[config.mk]
export PLATFORM = sky130hd
export DESIGN_NAME = bit_sync_filter
export DESIGN_NICKNAME = d
export VERILOG_FILES = /design/src/rtl/bit_sync_filter.sv
export SDC_FILE = /design/constraint.sdc
export NUM_CORES = 1
export LEC_CHECK = 0
export ABC_AREA = 1
export ABC_CLOCK_PERIOD_IN_PS = 1790
export CAP_MARGIN = 10
export CORE_AREA = 4 4 41 43
export DETAILED_ROUTE_END_ITERATION = 10
export DIE_AREA = 0 0 45 47
export GPL_TIMING_DRIVEN = 1
export MAX_ROUTING_LAYER = met4
export PLACE_DENSITY = 0.4
export SKIP_CTS_REPAIR_TIMING = 1
export SLEW_MARGIN = 5
export SYNTH_ARGS = -nofsm -noshare
export SYNTH_HDL_FRONTEND = slang
export SYNTH_SLANG_ARGS = --single-unit
[constraint.sdc]
create_clock -name CLK -period 1.79 [get_ports CLK]
set_clock_uncertainty 0.2 [all_clocks]
set_input_delay 0.2685 -clock CLK [delete_from_list [all_inputs] [get_ports CLK]]
set_output_delay 0.2685 -clock CLK [all_outputs]
set_load 0.02 [all_outputs]
[src/rtl/bit_sync_filter.sv]
// Multi-channel bit synchronizer with a per-channel stability filter.
// Each channel yields a clean level plus one-cycle rise/fall pulses in the CLK domain.
module bit_sync_filter #(
  parameter int                   BUS_WIDTH  = 1,
  parameter int                   NUM_STAGES = 2,
  parameter int                   FILTER_LEN = 4,
  parameter logic [BUS_WIDTH-1:0] RST_VAL    = {BUS_WIDTH{1'b0}}
) (
  input  logic                 CLK,
  input  logic                 RST,
  input  logic [BUS_WIDTH-1:0] ASYNC,
  output logic [BUS_WIDTH-1:0] SYNC,
  output logic [BUS_WIDTH-1:0] RISE,
  output logic [BUS_WIDTH-1:0] FALL
);

  localparam int             CW      = (FILTER_LEN > 1) ? $clog2(FILTER_LEN) : 1;
  localparam logic [CW-1:0]  CNT_MAX = CW'(FILTER_LEN - 1);

  logic [NUM_STAGES-1:0][BUS_WIDTH-1:0] chain_q;
  logic [BUS_WIDTH-1:0][CW-1:0]         cnt_q;
  logic [BUS_WIDTH-1:0]                 sync_q;
  logic [BUS_WIDTH-1:0]                 rise_q;
  logic [BUS_WIDTH-1:0]                 fall_q;
  logic [BUS_WIDTH-1:0]                 x;

  assign x = chain_q[NUM_STAGES-1];

  always_ff @(posedge CLK) begin
    if (RST) begin
      for (int k = 0; k < NUM_STAGES; k++) begin
        chain_q[k] <= RST_VAL;
      end
    end else begin
      chain_q[0] <= ASYNC;
      for (int k = 1; k < NUM_STAGES; k++) begin
        chain_q[k] <= chain_q[k-1];
      end
    end
  end

  // The counter only advances while the synchronized input disagrees with the
  // held level; any return to agreement discards the partial qualification.
  always_ff @(posedge CLK) begin
    if (RST) begin
      sync_q <= RST_VAL;
      rise_q <= '0;
      fall_q <= '0;
      cnt_q  <= '0;
    end else begin
      for (int i = 0; i < BUS_WIDTH; i++) begin
        rise_q[i] <= 1'b0;
        fall_q[i] <= 1'b0;
        if (x[i] == sync_q[i]) begin
          cnt_q[i] <= '0;
        end else if (cnt_q[i] == CNT_MAX) begin
          sync_q[i] <= x[i];
          cnt_q[i]  <= '0;
          rise_q[i] <= x[i];
          fall_q[i] <= ~x[i];
        end else begin
          cnt_q[i] <= cnt_q[i] + CW'(1);
        end
      end
    end
  end

  assign SYNC = sync_q;
  assign RISE = rise_q;
  assign FALL = fall_q;

endmodule

==> report_table.html <==
<table>
<tr><th>Metric</th><th>Value</th></tr>
<tr><th colspan="2">Setup path</th></tr>
<tr><td>Endpoint of the lowest-slack register-to-register path</td><td>cnt_q[0]$_SDFF_PP0_</td></tr>
<tr><td>End point of the critical path</td><td>RISE</td></tr>
<tr><td>Reg-to-reg startpoint</td><td>cnt_q[0]$_SDFF_PP0_</td></tr>
<tr><td>Crit path max fanout</td><td>1</td></tr>
<tr><td>Max stage delay cell, worst path</td><td>clkdlybuf4s50_1</td></tr>
<tr><td>Slowest stage delay, CP</td><td>600 ps</td></tr>
<tr><td>Levels on crit path</td><td>1</td></tr>
<tr><td>Critical Path Sink Type</td><td>primary output</td></tr>
<tr><td>Cell chain of the critical path</td><td>clkdlybuf4s50_1</td></tr>
<tr><td>Required time of the critical path</td><td>1320 ps</td></tr>
<tr><td>Register-to-register setup slack</td><td>690 ps</td></tr>
<tr><td>Arr. time, crit path</td><td>1150 ps</td></tr>
<tr><td>Delay-heaviest family, CP</td><td>buffers and inverters</td></tr>
<tr><td>Critical path start-end classification</td><td>reg2out</td></tr>
<tr><td>Register-to-Register Path Depth</td><td>4</td></tr>
<tr><td>Worst Setup Start Kind</td><td>flip-flop</td></tr>
<tr><td>Startpoint of the most critical setup path</td><td>RISE$_SDFF_PP0_</td></tr>
<tr><td>Count of buffer and inverter cells on the critical path</td><td>1</td></tr>
<tr><th colspan="2">Routing</th></tr>
<tr><td>Routed WL</td><td>422 um</td></tr>
<tr><td>Iteration count of the initial detailed-routing pass</td><td>4</td></tr>
<tr><td>Initial detailed-routing violation count</td><td>4</td></tr>
<tr><td>Detail-routed net length per standard cell</td><td>8.12 um</td></tr>
<tr><td># DRC</td><td>0</td></tr>
<tr><td>Vias post-DR</td><td>183</td></tr>
<tr><td>ANT nets after route</td><td>0</td></tr>
<tr><td>Mean number of vias per cell</td><td>3.52</td></tr>
<tr><th colspan="2">Power</th></tr>
<tr><td>Power density over the cells</td><td>920 nW/um^2</td></tr>
<tr><td>Leakage power of the design</td><td>0.000155 uW</td></tr>
<tr><td>Worst vdd rail ir drop</td><td>356 uV</td></tr>
<tr><th colspan="2">Global routing</th></tr>
<tr><td>Total congestion overflow</td><td>0</td></tr>
<tr><td>GR Util All Layers</td><td>5.88%</td></tr>
<tr><td>Global-route wire length before repair</td><td>710 um</td></tr>
<tr><td>Pin count of the biggest net entering global routing</td><td>6</td></tr>
<tr><td>Antenna violations before repair</td><td>0</td></tr>
<tr><td>Via count of the first global-routing pass</td><td>171</td></tr>
<tr><th colspan="2">Run</th></tr>
<tr><td>Maximum Capacitance Violations</td><td>0</td></tr>
<tr><th colspan="2">CTS</th></tr>
<tr><td>Clock insertion delay at the later pin of the skew report</td><td>250 ps</td></tr>
<tr><td>Number of sinks on the clock net</td><td>7</td></tr>
<tr><td>TritonCTS clock tree</td><td>yes</td></tr>
<tr><td>CTS H-Tree Depth</td><td>1</td></tr>
<tr><td>Number of clock buffers inserted by TritonCTS</td><td>3</td></tr>
<tr><td>Clk slew on worst S/H paths</td><td>50 ps</td></tr>
<tr><td>Clock root buffer master</td><td>clkbuf_4</td></tr>
<tr><td>Max Buffers Root-to-Sink</td><td>2</td></tr>
<tr><th colspan="2">Worst hold path</th></tr>
<tr><td>Worst min-delay path category</td><td>reg2reg</td></tr>
<tr><td>Hold Crit Start</td><td>chain_q[0]$_SDFF_PP0_</td></tr>
<tr><th colspan="2">Layout</th></tr>
<tr><td>Final cell area excluding filler cells</td><td>340 um^2</td></tr>
<tr><td>Count of nets after finishing</td><td>42</td></tr>
<tr><td>Number of filler instances in the final layout</td><td>142</td></tr>
<tr><td>Diode count</td><td>0</td></tr>
<tr><td>Area growth from synthesis to layout</td><td>40.2%</td></tr>
<tr><td>Proportion of layout cells with a drive suffix above 1</td><td>18.9%</td></tr>
<tr><th colspan="2">Synth</th></tr>
<tr><td>Mapped Nets</td><td>32</td></tr>
<tr><td>Total number of yosys warnings</td><td>0</td></tr>
<tr><td>Post-synth design cell area</td><td>243 um^2</td></tr>
<tr><td>Mux cell area share after synthesis</td><td>0%</td></tr>
<tr><td>Synth Area per Inst</td><td>8.67 um^2</td></tr>
<tr><td>Sequential fraction of the synthesis area</td><td>57.7%</td></tr>
<tr><td>Cell variety after synth</td><td>10</td></tr>
<tr><td>Compound-gate portion of the synthesized area</td><td>2.06%</td></tr>
<tr><td>Number of storage elements in the synthesis netlist</td><td>7</td></tr>
<tr><td>Mapped Cells</td><td>28</td></tr>
<tr><td>Adder-Cell Fraction of Synth Area</td><td>5.15%</td></tr>
<tr><td>Simple logic cell fraction of the synthesized area</td><td>24.2%</td></tr>
<tr><td>Xor and xnor area share after synthesis</td><td>0%</td></tr>
<tr><td>Largest family of logic cells by synthesized area</td><td>simple AND/OR/NAND/NOR gates</td></tr>
<tr><th colspan="2">STA</th></tr>
<tr><td>Max Transition Viols Final</td><td>0</td></tr>
<tr><td>Setup tns final</td><td>0 ps</td></tr>
<tr><td>Final setup violation count</td><td>0</td></tr>
<tr><td>Setup repair after global routing missed its margin</td><td>false</td></tr>
<tr><td>Max Fclk</td><td>618 MHz</td></tr>
<tr><td>Final hold violation count</td><td>0</td></tr>
<tr><td>Final critical delay including setup and external delays</td><td>1620 ps</td></tr>
<tr><td>Part of the cycle the worst path needs</td><td>90.4%</td></tr>
<tr><td>Relative max-transition margin</td><td>84.9%</td></tr>
<tr><td>Transition at the pin with the smallest max-transition slack</td><td>226 ps</td></tr>
<tr><th colspan="2">Floorplan</th></tr>
<tr><td>Number of primary I/O pins</td><td>6</td></tr>
<tr><td>Core footprint</td><td>1300 um^2</td></tr>
<tr><td>Die boundary width</td><td>45 um</td></tr>
<tr><td>Full die area</td><td>2120 um^2</td></tr>
<tr><td>Number of rows in the core area</td><td>13</td></tr>
<tr><td>Overall die height</td><td>47 um</td></tr>
<tr><td>Starting density of the core</td><td>18.7%</td></tr>
<tr><th colspan="2">Place</th></tr>
<tr><td>Placed cell area</td><td>312 um^2</td></tr>
<tr><td>Final Wtd Congestion</td><td>0.725</td></tr>
<tr><td>Count of buffers from port buffering</td><td>5</td></tr>
<tr><td>Half-perimeter wire length after placement</td><td>343 um</td></tr>
<tr><th colspan="2">Status</th></tr>
<tr><td>Run status</td><td>finished, final reports clean</td></tr>
</table>
==> stage by stage <==
step / instances / hold slack (ps) / utilization (%) / worst slack [ps] / total power, uW
after floorplan: 28 / 138 / - / 765 / 168
after global placement: 48 / 195 / 23.9 / 320 / 174
after detailed placement: 48 / 198 / 23.9 / 309 / 175
after CTS: 52 / 204 / 26.0 / 28.8 / 325
after global routing: 52 / 222 / 26.2 / 117 / 336
final: 52 / 203 / 26.2 / 172 / 313
==> area by class of cell <==
type                            count  area [um^2]  area share, %
Inverter                            7         26.3           7.72
Timing Repair Buffer                5         52.6           15.4
Clock buffer                        4         26.3           7.72
Sequential cell                     7          140           41.2
Tap cell                           15         18.8           5.51
Multi-Input combinational cell     14         76.3           22.4
==> where the power goes <==
part / switching [uW] / internal, uW
Combinational: 4.96 / 6.07
Clock: 56.9 / 85.0
Sequential: 1.52 / 159
Total: 63.4 / 250
==> worst min-delay path, cell delays in order, from the launching register on <==
cell,delay [ps]
dfxtp_1,290
inv_1,40
nor2_1,30
==> cells in the final DEF, fill, tap and decap left out <==
cell type	count
dlymetal6s2s_1	1
nand4_2	1
nor3_1	2
nand2_1	4
ha_1	1
inv_2	2
a21oi_1	1
nand2_2	1
clkbuf_1	1
clkdlybuf4s50_1	4
dfxtp_1	7
inv_1	5
clkbuf_4	3
nor2_1	4
==> routing by layer <==
metal | vias to the layer above | wire (um) | GRT usage, %
met5 | - | 0 | -
met1 | 76 | 164 | 5.01
met4 | 0 | 4 | 8.77
met3 | 2 | 32 | 3.45
met2 | 5 | 221 | 7.34
li1 | 100 | - | -
==> how the worst min path moves through the flow <==
stage / endpoint / cells after the start / slack [ps]
after CTS: x$_SDFF_PP0_ / 2 / 200
final: x$_SDFF_PP0_ / 2 / 200
after global routing: x$_SDFF_PP0_ / 2 / 220
after floorplan: SYNC$_SDFFE_PP0P_ / 1 / 140
after detailed placement: x$_SDFF_PP0_ / 2 / 200
after global placement: x$_SDFF_PP0_ / 2 / 200
==> cell families after synthesis <==
family	Yosys count
flops	7
simple gates	12
fa+ha+maj	1
compound gates	1
buf+inv	7
==> cells in the mapped netlist <==
master,n,area (um^2)
nor3_1,2,10.0
inv_1,5,18.8
nand2_2,1,6.26
a21oi_1,1,5.00
dfxtp_1,7,140
nand2_1,4,15.0
inv_2,2,7.51
nor2_1,4,15.0
nand4_2,1,12.5
ha_1,1,12.5
==> state kept, by name, summed over array words and instances (netlist names) <==
register  flops
chain_q       1
FALL          1
cnt_q         2
RISE          1
x             1
SYNC          1
Note: power is estimated with default switching activity, not from simulation.
